==> src/rtl/calc_sequencer_if.sv <==
// calc_sequencer_if
//   Bundles the key handshake from input_control, the arithmetic-unit request
//   and response, and the display/status outputs of the calculator sequencer.
//   master : the sequencer side (drives KeyRd, OpA/OpB/AluOp/AluStart,
//            DispValue, Busy, Error).
//   slave  : the environment side (drives the key fields, KeyRdy and the
//            ALU response).
interface calc_sequencer_if #(
    parameter int WIDTH = 16
);
    logic             KeyRdy;
    logic             KeyRd;
    logic [3:0]       Number;
    logic [2:0]       Operator;
    logic             EqualSign;
    logic [WIDTH-1:0] OpA;
    logic [WIDTH-1:0] OpB;
    logic [2:0]       AluOp;
    logic             AluStart;
    logic             AluDone;
    logic [WIDTH-1:0] AluResult;
    logic             AluErr;
    logic [WIDTH-1:0] DispValue;
    logic             Busy;
    logic             Error;

    modport master (
        input  KeyRdy, Number, Operator, EqualSign, AluDone, AluResult, AluErr,
        output KeyRd, OpA, OpB, AluOp, AluStart, DispValue, Busy, Error
    );

    modport slave (
        output KeyRdy, Number, Operator, EqualSign, AluDone, AluResult, AluErr,
        input  KeyRd, OpA, OpB, AluOp, AluStart, DispValue, Busy, Error
    );
endinterface

==> src/rtl/calc_sequencer.sv <==
// calc_sequencer
//   Top-level sequencer of the 16-bit signed calculator. Accepts key events
//   over the KeyRdy/KeyRd handshake, builds two signed decimal operands,
//   launches one ALU operation at a time (with operator chaining) and drives
//   the display value and the error flag.
// Ports:
//   Clock  : system clock
//   Reset  : asynchronous reset, active low
//   bus    : calc_sequencer_if.master (key handshake, ALU request/response,
//            DispValue, Busy, Error)
// Build option:
//   CALC_SEQ_ANS_EN : when defined, adds an "ans" register holding the last
//                     successful result, recalled by operator 111.
module calc_sequencer #(
    parameter int WIDTH       = 16,
    parameter int MAX_DIGITS  = 5,
    parameter int ALU_TIMEOUT = 255
) (
    input  logic             Clock,
    input  logic             Reset,
    calc_sequencer_if.master bus
);
    typedef enum logic [2:0] {
        S_ENTER_A  = 3'd0,
        S_OP_WAIT  = 3'd1,
        S_ENTER_B  = 3'd2,
        S_EXEC     = 3'd3,
        S_WAIT_ALU = 3'd4,
        S_SHOW     = 3'd5,
        S_ERROR    = 3'd6
    } state_e;

    localparam logic [2:0]       MAX_CNT   = 3'(MAX_DIGITS);
    localparam logic [7:0]       TMO_LAST  = 8'(ALU_TIMEOUT - 1);
    localparam logic [WIDTH+3:0] MAG_LIMIT = {5'b00000, {(WIDTH-1){1'b1}}};
    localparam logic [WIDTH-1:0] ZERO      = {WIDTH{1'b0}};

    // Two's complement negate.
    function automatic logic [WIDTH-1:0] negate(input logic [WIDTH-1:0] x);
        return ZERO - x;
    endfunction

    // Appends decimal digit d to the magnitude of x keeping its sign.
    // Returns {too_big, new_value}.
    function automatic logic [WIDTH:0] append_digit(input logic [WIDTH-1:0] x,
                                                    input logic [3:0]       d);
        logic [WIDTH-1:0] mag;
        logic [WIDTH+3:0] grown;
        logic [WIDTH-1:0] val;
        mag   = x[WIDTH-1] ? negate(x) : x;
        grown = ({4'b0000, mag} << 3'd3) + ({4'b0000, mag} << 3'd1) + {ZERO, d};
        val   = x[WIDTH-1] ? negate(grown[WIDTH-1:0]) : grown[WIDTH-1:0];
        return {(grown > MAG_LIMIT), val};
    endfunction

    state_e           state_q, state_d;
    logic             armed_q, armed_d;
    logic             key_rd_q, key_rd_d;
    logic             key_vld_q, key_vld_d;
    logic [3:0]       key_num_q, key_num_d;
    logic [2:0]       key_op_q, key_op_d;
    logic             key_eq_q, key_eq_d;
    logic [WIDTH-1:0] op_a_q, op_a_d, op_b_q, op_b_d, disp_q, disp_d;
    logic [2:0]       alu_op_q, alu_op_d, pending_op_q, pending_op_d;
    logic             alu_start_q, alu_start_d, busy_q, busy_d, error_q, error_d;
    logic             chain_q, chain_d;
    logic [2:0]       count_q, count_d;
    logic [7:0]       tmo_cnt_q, tmo_cnt_d;

    logic             accept_s, k_eq_s, k_opkey_s, k_arith_s, k_clear_s;
    logic             k_sign_s, k_ans_s, k_digit_s, alu_ok_s, digit_room_s;
    logic [WIDTH:0]   a_app_s, b_app_s;
    logic [WIDTH-1:0] ans_val_s, digit_val_s;

    // Keys are taken only in the key-consuming states and only once per
    // KeyRdy assertion; the latched key is decoded one cycle later.
    assign accept_s  = bus.KeyRdy && armed_q &&
                       (state_q inside {S_ENTER_A, S_OP_WAIT, S_ENTER_B, S_SHOW, S_ERROR});
    assign k_eq_s    = key_vld_q && key_eq_q;
    assign k_opkey_s = key_vld_q && !key_eq_q && (key_op_q != 3'b000);
    assign k_arith_s = k_opkey_s && (key_op_q inside {3'b001, 3'b010, 3'b011, 3'b100});
    assign k_clear_s = k_opkey_s && (key_op_q == 3'b101);
    assign k_sign_s  = k_opkey_s && (key_op_q == 3'b110);
    assign k_digit_s = key_vld_q && !key_eq_q && (key_op_q == 3'b000) && (key_num_q <= 4'd9);
    assign alu_ok_s  = (state_q == S_WAIT_ALU) && bus.AluDone && !bus.AluErr;
    assign a_app_s   = append_digit(op_a_q, key_num_q);
    assign b_app_s   = append_digit(op_b_q, key_num_q);
    assign digit_room_s = (count_q < MAX_CNT);
    assign digit_val_s  = {{(WIDTH-4){1'b0}}, key_num_q};

`ifdef CALC_SEQ_ANS_EN
    logic [WIDTH-1:0] ans_q, ans_d;
    assign k_ans_s   = k_opkey_s && (key_op_q == 3'b111);
    assign ans_val_s = ans_q;

    // ans follows every successful ALU result; Clear wipes it.
    always_comb begin
        if (k_clear_s) begin
            ans_d = ZERO;
        end else if (alu_ok_s) begin
            ans_d = bus.AluResult;
        end else begin
            ans_d = ans_q;
        end
    end

    // ans register.
    always_ff @(posedge Clock or negedge Reset) begin
        if (!Reset) ans_q <= ZERO;
        else        ans_q <= ans_d;
    end
`else
    assign k_ans_s   = 1'b0;
    assign ans_val_s = ZERO;
`endif

    // Next-state and output decode.
    always_comb begin
        state_d      = state_q;
        op_a_d       = op_a_q;
        op_b_d       = op_b_q;
        disp_d       = disp_q;
        alu_op_d     = alu_op_q;
        pending_op_d = pending_op_q;
        chain_d      = chain_q;
        count_d      = count_q;
        tmo_cnt_d    = tmo_cnt_q;
        key_rd_d     = accept_s;
        key_vld_d    = accept_s;
        alu_start_d  = (state_q == S_EXEC);
        if (accept_s) begin
            key_num_d = bus.Number;
            key_op_d  = bus.Operator;
            key_eq_d  = bus.EqualSign;
            armed_d   = 1'b0;
        end else begin
            key_num_d = key_num_q;
            key_op_d  = key_op_q;
            key_eq_d  = key_eq_q;
            armed_d   = armed_q || !bus.KeyRdy;
        end

        if (k_clear_s) begin
            state_d      = S_ENTER_A;
            op_a_d       = ZERO;
            op_b_d       = ZERO;
            disp_d       = ZERO;
            alu_op_d     = 3'b000;
            pending_op_d = 3'b000;
            chain_d      = 1'b0;
            count_d      = 3'd0;
            tmo_cnt_d    = 8'd0;
        end else begin
            case (state_q)
                S_ENTER_A: begin
                    if (k_digit_s && digit_room_s && !a_app_s[WIDTH]) begin
                        op_a_d  = a_app_s[WIDTH-1:0];
                        disp_d  = a_app_s[WIDTH-1:0];
                        count_d = count_q + 3'd1;
                    end else if (k_sign_s) begin
                        op_a_d = negate(op_a_q);
                        disp_d = negate(op_a_q);
                    end else if (k_arith_s) begin
                        alu_op_d = key_op_q;
                        state_d  = S_OP_WAIT;
                    end else if (k_ans_s) begin
                        op_a_d  = ans_val_s;
                        disp_d  = ans_val_s;
                        count_d = MAX_CNT;
                    end else begin
                        state_d = state_q;
                    end
                end
                S_OP_WAIT: begin
                    if (k_arith_s) begin
                        alu_op_d = key_op_q;
                    end else if (k_digit_s) begin
                        op_b_d  = digit_val_s;
                        disp_d  = digit_val_s;
                        count_d = 3'd1;
                        state_d = S_ENTER_B;
                    end else if (k_ans_s) begin
                        op_b_d  = ans_val_s;
                        disp_d  = ans_val_s;
                        count_d = MAX_CNT;
                        state_d = S_ENTER_B;
                    end else begin
                        state_d = state_q;
                    end
                end
                S_ENTER_B: begin
                    if (k_digit_s && digit_room_s && !b_app_s[WIDTH]) begin
                        op_b_d  = b_app_s[WIDTH-1:0];
                        disp_d  = b_app_s[WIDTH-1:0];
                        count_d = count_q + 3'd1;
                    end else if (k_sign_s) begin
                        op_b_d = negate(op_b_q);
                        disp_d = negate(op_b_q);
                    end else if (k_eq_s) begin
                        chain_d = 1'b0;
                        state_d = S_EXEC;
                    end else if (k_arith_s) begin
                        chain_d      = 1'b1;
                        pending_op_d = key_op_q;
                        state_d      = S_EXEC;
                    end else if (k_ans_s) begin
                        op_b_d  = ans_val_s;
                        disp_d  = ans_val_s;
                        count_d = MAX_CNT;
                    end else begin
                        state_d = state_q;
                    end
                end
                S_EXEC: begin
                    tmo_cnt_d = 8'd0;
                    state_d   = S_WAIT_ALU;
                end
                S_WAIT_ALU: begin
                    if (bus.AluDone && bus.AluErr) begin
                        disp_d  = ZERO;
                        state_d = S_ERROR;
                    end else if (bus.AluDone) begin
                        disp_d = bus.AluResult;
                        if (chain_q) begin
                            op_a_d   = bus.AluResult;
                            alu_op_d = pending_op_q;
                            chain_d  = 1'b0;
                            state_d  = S_OP_WAIT;
                        end else begin
                            state_d = S_SHOW;
                        end
                    end else if (tmo_cnt_q == TMO_LAST) begin
                        disp_d  = ZERO;
                        state_d = S_ERROR;
                    end else begin
                        tmo_cnt_d = tmo_cnt_q + 8'd1;
                    end
                end
                S_SHOW: begin
                    // In SHOW the display register holds the last result.
                    if (k_digit_s) begin
                        op_a_d  = digit_val_s;
                        disp_d  = digit_val_s;
                        count_d = 3'd1;
                        state_d = S_ENTER_A;
                    end else if (k_arith_s) begin
                        op_a_d   = disp_q;
                        alu_op_d = key_op_q;
                        state_d  = S_OP_WAIT;
                    end else if (k_eq_s) begin
                        op_a_d  = disp_q;
                        chain_d = 1'b0;
                        state_d = S_EXEC;
                    end else if (k_sign_s) begin
                        // A negated result cannot take further digits.
                        op_a_d  = negate(disp_q);
                        disp_d  = negate(disp_q);
                        count_d = MAX_CNT;
                        state_d = S_ENTER_A;
                    end else begin
                        state_d = state_q;
                    end
                end
                S_ERROR: begin
                    disp_d = ZERO;
                end
                default: begin
                    state_d = S_ENTER_A;
                end
            endcase
        end

        busy_d  = (state_d == S_EXEC) || (state_d == S_WAIT_ALU);
        error_d = (state_d == S_ERROR);
    end

    // State and datapath registers.
    always_ff @(posedge Clock or negedge Reset) begin
        if (!Reset) begin
            state_q      <= S_ENTER_A;
            armed_q      <= 1'b1;
            key_rd_q     <= 1'b0;
            key_vld_q    <= 1'b0;
            key_num_q    <= 4'd0;
            key_op_q     <= 3'b000;
            key_eq_q     <= 1'b0;
            op_a_q       <= ZERO;
            op_b_q       <= ZERO;
            disp_q       <= ZERO;
            alu_op_q     <= 3'b000;
            pending_op_q <= 3'b000;
            alu_start_q  <= 1'b0;
            busy_q       <= 1'b0;
            error_q      <= 1'b0;
            chain_q      <= 1'b0;
            count_q      <= 3'd0;
            tmo_cnt_q    <= 8'd0;
        end else begin
            state_q      <= state_d;
            armed_q      <= armed_d;
            key_rd_q     <= key_rd_d;
            key_vld_q    <= key_vld_d;
            key_num_q    <= key_num_d;
            key_op_q     <= key_op_d;
            key_eq_q     <= key_eq_d;
            op_a_q       <= op_a_d;
            op_b_q       <= op_b_d;
            disp_q       <= disp_d;
            alu_op_q     <= alu_op_d;
            pending_op_q <= pending_op_d;
            alu_start_q  <= alu_start_d;
            busy_q       <= busy_d;
            error_q      <= error_d;
            chain_q      <= chain_d;
            count_q      <= count_d;
            tmo_cnt_q    <= tmo_cnt_d;
        end
    end

    assign bus.KeyRd     = key_rd_q;
    assign bus.OpA       = op_a_q;
    assign bus.OpB       = op_b_q;
    assign bus.AluOp     = alu_op_q;
    assign bus.AluStart  = alu_start_q;
    assign bus.DispValue = disp_q;
    assign bus.Busy      = busy_q;
    assign bus.Error     = error_q;
endmodule

==> src/flat_wrapper.sv <==
// flat-port wrapper written by rule: the top's interface ports become plain ports
module calc_sequencer_flat 
#(
    parameter int WIDTH       = 16,
    parameter int MAX_DIGITS  = 5,
    parameter int ALU_TIMEOUT = 255
)
  (Clock, Reset, bus_KeyRdy, bus_Number, bus_Operator, bus_EqualSign, bus_AluDone, bus_AluResult, bus_AluErr, bus_KeyRd, bus_OpA, bus_OpB, bus_AluOp, bus_AluStart, bus_DispValue, bus_Busy, bus_Error);
  calc_sequencer_if #(.WIDTH(WIDTH)) bus_i ();
  input  logic Clock;
  input  logic Reset;
  input wire logic [$bits(bus_i.KeyRdy)-1:0] bus_KeyRdy;
  input wire logic [$bits(bus_i.Number)-1:0] bus_Number;
  input wire logic [$bits(bus_i.Operator)-1:0] bus_Operator;
  input wire logic [$bits(bus_i.EqualSign)-1:0] bus_EqualSign;
  input wire logic [$bits(bus_i.AluDone)-1:0] bus_AluDone;
  input wire logic [$bits(bus_i.AluResult)-1:0] bus_AluResult;
  input wire logic [$bits(bus_i.AluErr)-1:0] bus_AluErr;
  output wire logic [$bits(bus_i.KeyRd)-1:0] bus_KeyRd;
  output wire logic [$bits(bus_i.OpA)-1:0] bus_OpA;
  output wire logic [$bits(bus_i.OpB)-1:0] bus_OpB;
  output wire logic [$bits(bus_i.AluOp)-1:0] bus_AluOp;
  output wire logic [$bits(bus_i.AluStart)-1:0] bus_AluStart;
  output wire logic [$bits(bus_i.DispValue)-1:0] bus_DispValue;
  output wire logic [$bits(bus_i.Busy)-1:0] bus_Busy;
  output wire logic [$bits(bus_i.Error)-1:0] bus_Error;
  assign bus_i.KeyRdy = bus_KeyRdy;
  assign bus_i.Number = bus_Number;
  assign bus_i.Operator = bus_Operator;
  assign bus_i.EqualSign = bus_EqualSign;
  assign bus_i.AluDone = bus_AluDone;
  assign bus_i.AluResult = bus_AluResult;
  assign bus_i.AluErr = bus_AluErr;
  assign bus_KeyRd = bus_i.KeyRd;
  assign bus_OpA = bus_i.OpA;
  assign bus_OpB = bus_i.OpB;
  assign bus_AluOp = bus_i.AluOp;
  assign bus_AluStart = bus_i.AluStart;
  assign bus_DispValue = bus_i.DispValue;
  assign bus_Busy = bus_i.Busy;
  assign bus_Error = bus_i.Error;
  calc_sequencer #(.WIDTH(WIDTH), .MAX_DIGITS(MAX_DIGITS), .ALU_TIMEOUT(ALU_TIMEOUT)) u_core (.Clock(Clock), .Reset(Reset), .bus(bus_i));
endmodule
==> config.mk <==
export PLATFORM = sky130hd
export DESIGN_NAME = calc_sequencer_flat
export DESIGN_NICKNAME = d
export VERILOG_FILES = /design/src/rtl/calc_sequencer_if.sv /design/src/rtl/calc_sequencer.sv /design/src/flat_wrapper.sv
export SDC_FILE = /design/constraint.sdc
export NUM_CORES = 1
export LEC_CHECK = 0
export CORE_MARGIN = 2
export CORE_UTILIZATION = 53
export DETAILED_ROUTE_END_ITERATION = 16
export DONT_BUFFER_PORTS = 1
export HOLD_SLACK_MARGIN = 0.02
export MAX_ROUTING_LAYER = met4
export PLACE_DENSITY = 0.68
export SYNTH_ARGS = -nofsm -noshare
export SYNTH_HDL_FRONTEND = slang
export SYNTH_SLANG_ARGS = --single-unit
==> constraint.sdc <==
create_clock -name Clock -period 10 [get_ports Clock]
set_clock_uncertainty 0.2 [all_clocks]
set_input_delay 1.5 -clock Clock [delete_from_list [all_inputs] [get_ports Clock]]
set_output_delay 1.5 -clock Clock [all_outputs]
set_load 0.01 [all_outputs]
==> impl_metrics.toml, run 1 <==
[sta]
tightest_slew_ns = 1.08
layout_worst_path_cycle_share_pct = 65.2
finalSetupViolCount = 0
drv_slew = 0
timing.slew.headroom_pct = 27.5
max_freq_mhz = 153
hold_viol_final = 0
min_period_ns = 6.52
rsz0062_at_grt = "no"
hold-worst-slack_ns = 0.261
tns_ns = 0

[clock_tree]
ctsLongestPathBuffers = 2
tritoncts = "yes"
clk_pin_slew_ns = 0.07
cts_sinks = 82
cts_max_level = 3
cts_buffers = 9
hold_buffers = 0
cts-resized-gates = 0
cts_root_buf = "clkbuf_16"
cts_setup_buffers = 0
clock_latency_ns = 0.36

[grt]
grt_util_all_layers_pct = 32.3
antenna_found_initial = 0
grt_pass1_vias = 8165
grt_util_met1_pct = 43.3
overflow = 0
use_met3_pct = 7.67
grtUsageMet2_pct = 47.2
grt_max_degree = 83
grt_pass1_wl_um = 44600
top_usage_layer = "met2"

[placement]
hpwlAfterDp_um = 21200
dp.cells = 1332
routabilityCongestion = 0.944
port_buffers = 0

[floorplanning]
rows = 47
dieArea_um2 = 18000
die_w_um = 134
coreArea_um2 = 16600
die_h_um = 134
ios = 84
initial_core_util_pct = 54.1

[drt]
initialDrtViolationCount = 880
vias = 8736
first_pass_iters = 5
routedWlPerCell_um = 20.8
drc = 0
drt-total-wl_um = 28000
ant_nets = 0
viasPerCell = 6.48

[min_path]
hold_path.class = "reg -> reg"

[synth]
ys_types = 77
postSynthAreaPerCell_um2 = 7.70
synth_common_cells = "nand2_1 (143), nor2_1 (97), xnor2_1 (87)"
yosysTopAreaCell = "dfrtp_1"
synth_top_area_share_pct = 22.6
synth_cells = 1165
ys_seq_elements = 82
async_reset_ff_share_pct = 100
synthFlopType = "dfrtp_1"
synth_most_common_cell = "nand2_1"
synth_area_um2 = 8980
synth-seq-area-share_pct = 22.9
synth_area_leaders = "dfrtp_1 (23%), ha_1 (9.2%), xnor2_1 (8.5%)"
yosys_warnings = 0
synth_nets = 1264
synth-edff-count = 0

[setup_path]
crit_path_top_delay_cell = "or4_1"
path_cells = "or3_4 -> or3_1 -> or3_4 -> or3_4 -> or2_4 -> or4_4 -> nor3_1 -> ha_1 -> ha_1 -> ha_1 -> or4_1 -> nor3b_1 -> o2111ai_1 -> o21ai_1 -> o22ai_2 -> buf_4 -> a32o_1 -> a2111o_1 -> a32o_1"
arrival_ns = 6.57
cp_num_buf_inv = 1
crit_path_end_kind = "register"
cp-start-kind = "register"
crit_family = "simple AND/OR/NAND/NOR gates"
cp_data_required_time_ns = 10.04
critPathKind = "reg -> reg"
slowest_delay_ns = 0.57
crit_path_max_fanout = 26

[layout]
nets = 1222
utilization_pct = 56.5
stdcell_count = 1348
drive_gt1_share_pct = 4.88
syn_to_final_growth_pct = 4.43
antenna_cells = 0

[outcome]
status = "completed"

[run]
cap_violations = 0
metal layers:
metal  share of wire (%)  wire [µm]  up-vias
met4                 3.6       1010        0
met2                  44      12300      373
met3                 9.1       2540       75
met1                  43      12200     4085
li1                    -          -     4203
met5                   0          0        -
final timing paths:
kind                                               start                                    to  slack [ns]  cells after the start
max                        u_core.bus.OpB[2]$_DFFE_PN0P_  u_core.bus.DispValue[15]$_DFFE_PN0P_        3.48                     19
min in group asynchronous                          Reset       u_core.tmo_cnt_q[2]$_DFFE_PN0P_        0.64                      0
min                             u_core.armed_q$_DFF_PN1_              u_core.armed_q$_DFF_PN1_        0.26                      2
max in group asynchronous                          Reset              u_core.armed_q$_DFF_PN1_        8.76                      0
max reg2reg                u_core.bus.OpB[2]$_DFFE_PN0P_  u_core.bus.DispValue[15]$_DFFE_PN0P_        3.48                     19
min reg2reg                     u_core.armed_q$_DFF_PN1_              u_core.armed_q$_DFF_PN1_        0.26                      2
layout by cell type (no fill, tap or decap), types with 23 or more instances in the layout:
| master | Yosys | routed |
|---|---|---|
| ha_1 | 66 | 66 |
| dfrtp_1 | 81 | 81 |
| nor2_1 | 97 | 97 |
| a21oi_1 | 86 | 86 |
| nand2_1 | 143 | 143 |
| xor2_1 | 38 | 38 |
| a211oi_1 | 23 | 23 |
| o21ai_0 | 70 | 70 |
| inv_1 | 37 | 37 |
| xnor2_1 | 87 | 87 |
| nor3_1 | 33 | 33 |
| nand3_1 | 27 | 27 |
cell families (layout without fill, tap and decap cells):
group           after synthesis  in the layout  synth area share, %
xor+xnor                    125            125                 12.2
compound gates              355            355                 26.6
mux                          13             13                 1.56
buf+inv                     103             66                 4.36
simple gates                417            417                 22.3
fa+ha+maj                    70             70                 10.1
flops                        82             82                 22.9
cell type report:
cell class,instances,area (µm²)
flip-flops and latches,82,2050
fillers,1589,7210
well taps,220,275
clock buffers,11,243
multi-input cells,980,6540
inverters,39,146
repair buffers,11,82.6
clock inverters,5,30.0
registers in the layout, summed over array words and instances, names as in the netlist:
name	count
u_core.bus.Busy	1
u_core.chain_q	1
u_core.bus.KeyRd	1
u_core.armed_q	1
u_core.key_eq_q	1
u_core.key_op_q	3
u_core.bus.Error	1
u_core.state_q	3
u_core.count_q	3
u_core.key_num_q	4
u_core.bus.AluOp	3
u_core.pending_op_q	3
u_core.bus.OpA	16
u_core.bus.OpB	16
u_core.tmo_cnt_q	8
u_core.bus.DispValue	16
u_core.bus.AluStart	1
metrics by stage:
step / area [µm²] / setup WS [ns]
4_1_cts: 9370 / 3.50
3_3_place_gp: 9100 / 3.67
2_1_floorplan: 8980 / 4.05
5_1_grt: 9370 / 3.05
3_5_place_dp: 9100 / 3.54
6_report: 9370 / 3.48
worst register-to-register path, delay by kind of cell, from the launching register on:
kind / cells / cell delay [ns]
DFF: 1 / 0.50
and+or+nand+nor: 9 / 3.33
buffers and inverters: 1 / 0.25
adders and majority gates: 3 / 0.75
AOI/OAI and AO/OA: 6 / 1.39
Power of run 1 is left out: the tool's default activity adds up to more than one toggle a clock period on the data nets, which glitch-free logic cannot reach.
==> inputs of run 2 (changes only) <==
--- a/config.mk
+++ b/config.mk
@@ -5,13 +5,14 @@
 export SDC_FILE = /design/constraint.sdc
 export NUM_CORES = 1
 export LEC_CHECK = 0
+export ABC_AREA = 1
 export CORE_MARGIN = 2
 export CORE_UTILIZATION = 53
 export DETAILED_ROUTE_END_ITERATION = 16
 export DONT_BUFFER_PORTS = 1
 export HOLD_SLACK_MARGIN = 0.02
 export MAX_ROUTING_LAYER = met4
-export PLACE_DENSITY = 0.68
+export PLACE_DENSITY = 0.71
 export SYNTH_ARGS = -nofsm -noshare
 export SYNTH_HDL_FRONTEND = slang
 export SYNTH_SLANG_ARGS = --single-unit
==> constraint.sdc (replaced) <==
create_clock -name Clock -period 5.6 [get_ports Clock]
set_clock_uncertainty 0.2 [all_clocks]
set_input_delay 0.84 -clock Clock [delete_from_list [all_inputs] [get_ports Clock]]
set_output_delay 0.84 -clock Clock [all_outputs]
set_load 0.01 [all_outputs]
==> run 2 against run 1 <==
Against the previous run: register-to-register slack got worse by 3.1 ns; non-clock buffer count increased by 4; critical path depth up 6; worst hold slack got worse by 0.14 ns; worst setup slack got worse by 3.1 ns; sequential share of layout area shrank 0.89 points.
==> impl_metrics.toml, run 2 <==
[grt]
grt_pass1_wl_um = 46700
grt_pass1_vias = 8891
overflow = 0
antenna_found_initial = 0
grt_max_degree = 82
grt_util_all_layers_pct = 33.7

[layout]
drive_gt1_share_pct = 5.69
antenna_cells = 0
syn_to_final_growth_pct = 6.29
final.fill_count = 1772
stdcell_count = 1719
layout_common_cells = "nand2_1 (462), inv_1 (207), nand3_1 (152)"
utilization_pct = 57.1
nets = 1588
mostFrequentLayoutCell = "nand2_1"
fin_area_um2 = 9770

[synth]
synth_nets = 1595
synth_top_area_share_pct = 22.0
synth_cells = 1496
synth_common_cells = "nand2_1 (462), inv_1 (207), nand3_1 (152)"
ys_seq_elements = 82
synth_area_um2 = 9190
ys_types = 52
synth-seq-area-share_pct = 22.3
synth_compound_area_share_pct = 13.8
synth_area_leaders = "dfrtp_1 (22%), nand2_1 (19%), ha_1 (9.0%)"
yosys_warnings = 0
postSynthAreaPerCell_um2 = 6.14
synth_most_common_cell = "nand2_1"
synth_fa_ha_area_share_pct = 9.85
yosysTopAreaCell = "dfrtp_1"
synth-edff-count = 0
synth-simple-area-share_pct = 39.1
synthFlopType = "dfrtp_1"
synthXorXnorAreaFrac_pct = 4.10
synth_top_family_by_area = "simple AND/OR/NAND/NOR gates"
muxShareOfSynthArea_pct = 0
async_reset_ff_share_pct = 100

[sta]
tns_ns = 0
hold_viol_final = 0
finalSetupViolCount = 0
timing.slew.headroom_pct = 41.0
layout_worst_path_cycle_share_pct = 93.0
min_period_ns = 5.21
max_freq_mhz = 192
rsz0062_at_grt = "no"
tightest_slew_ns = 0.881
drv_slew = 0

[setup_path]
crit_family = "simple AND/OR/NAND/NOR gates"
critPathKind = "reg -> reg"
cp-start-kind = "register"
cpMostUsedCell = "nand2_1"
arrival_ns = 5.27
rr_startpoint = "u_core.bus.OpB[0]$_DFFE_PN0P_"
cp_data_required_time_ns = 5.66
slowest_delay_ns = 0.51
cp-startpoint = "u_core.bus.OpB[0]$_DFFE_PN0P_"
crit_path_max_fanout = 15
crit_path_top_delay_cell = "dfrtp_1"
crit_path_end_kind = "register"
cp_num_buf_inv = 6

[clock_tree]
cts_buffers = 9
clock_latency_ns = 0.36
cts_sinks = 82
clk_pin_slew_ns = 0.07
tritoncts = "yes"
ctsLongestPathBuffers = 2
cts_max_level = 3
cts_root_buf = "clkbuf_16"

[min_path]
hold_path.class = "in -> async"

[floorplanning]
coreArea_um2 = 17100
die_w_um = 136
rows = 48
initial_core_util_pct = 53.7
ios = 84
dieArea_um2 = 18400
die_h_um = 136

[run]
cap_violations = 0

[placement]
placed_area_um2 = 9400
routabilityCongestion = 1.03
hpwlAfterDp_um = 23900
dp.cells = 1700
port_buffers = 0

[drt]
viasPerCell = 5.70
drt-total-wl_um = 29800
initialDrtViolationCount = 808
first_pass_iters = 6
routedWlPerCell_um = 17.3
ant_nets = 0
vias = 9799
drc = 0

[outcome]
status = "completed"
run 2: final cells by class:
type	instances	area, µm²	share of cell area, %
clock buffer	9	225	2.31
clock inverter	7	71.3	0.730
inverter	222	835	8.54
multi-input combinational	1159	6160	63.0
sequential	82	2050	21.0
tap	225	282	2.88
timing repair buffer	15	145	1.49
run 2: kinds of logic after synthesis:
| group | Yosys count |
|---|---|
| and+or+nand+nor | 819 |
| buffers and inverters | 255 |
| AOI/OAI and AO/OA | 227 |
| DFF | 82 |
| adders and majority gates | 70 |
| xor gates and xnor gates | 43 |
run 2: layer usage:
metal	global-route usage (%)	routed length, µm
met1	46.0	13600
met2	49.9	13000
met3	6.62	2400
met4	11.4	816
met5	-	0
run 2: repair_timing:
item                                    CTS  global route
endpoints found under the setup margin    0            27
endpoints found under the hold margin    81             0
resized for setup                         0             3
buffers inserted                          0             2
hold buffers                              1             0
run 2: worst paths after layout:
kind	slack, ns	end	cells past startpoint
setup / recovery	0.39	u_core.count_q[2]$_DFFE_PN0P_	25
hold / removal	0.12	u_core.armed_q$_DFF_PN1_	0
setup reg to reg	0.39	u_core.count_q[2]$_DFFE_PN0P_	25
hold reg to reg	0.27	u_core.armed_q$_DFF_PN1_	2
max in group asynchronous	4.65	u_core.state_q[1]$_DFF_PN0_	1
min in group Clock	0.27	u_core.armed_q$_DFF_PN1_	2
run 2: stage by stage:
step	hold slack, ns	setup WS, ns
2_1_floorplan	0.242	1.24
3_3_place_gp	0.252	0.426
3_5_place_dp	0.262	0.349
4_1_cts	0.113	0.305
5_1_grt	0.106	0.0312
6_report	0.121	0.391
Power of run 2 is left out for the same reason.
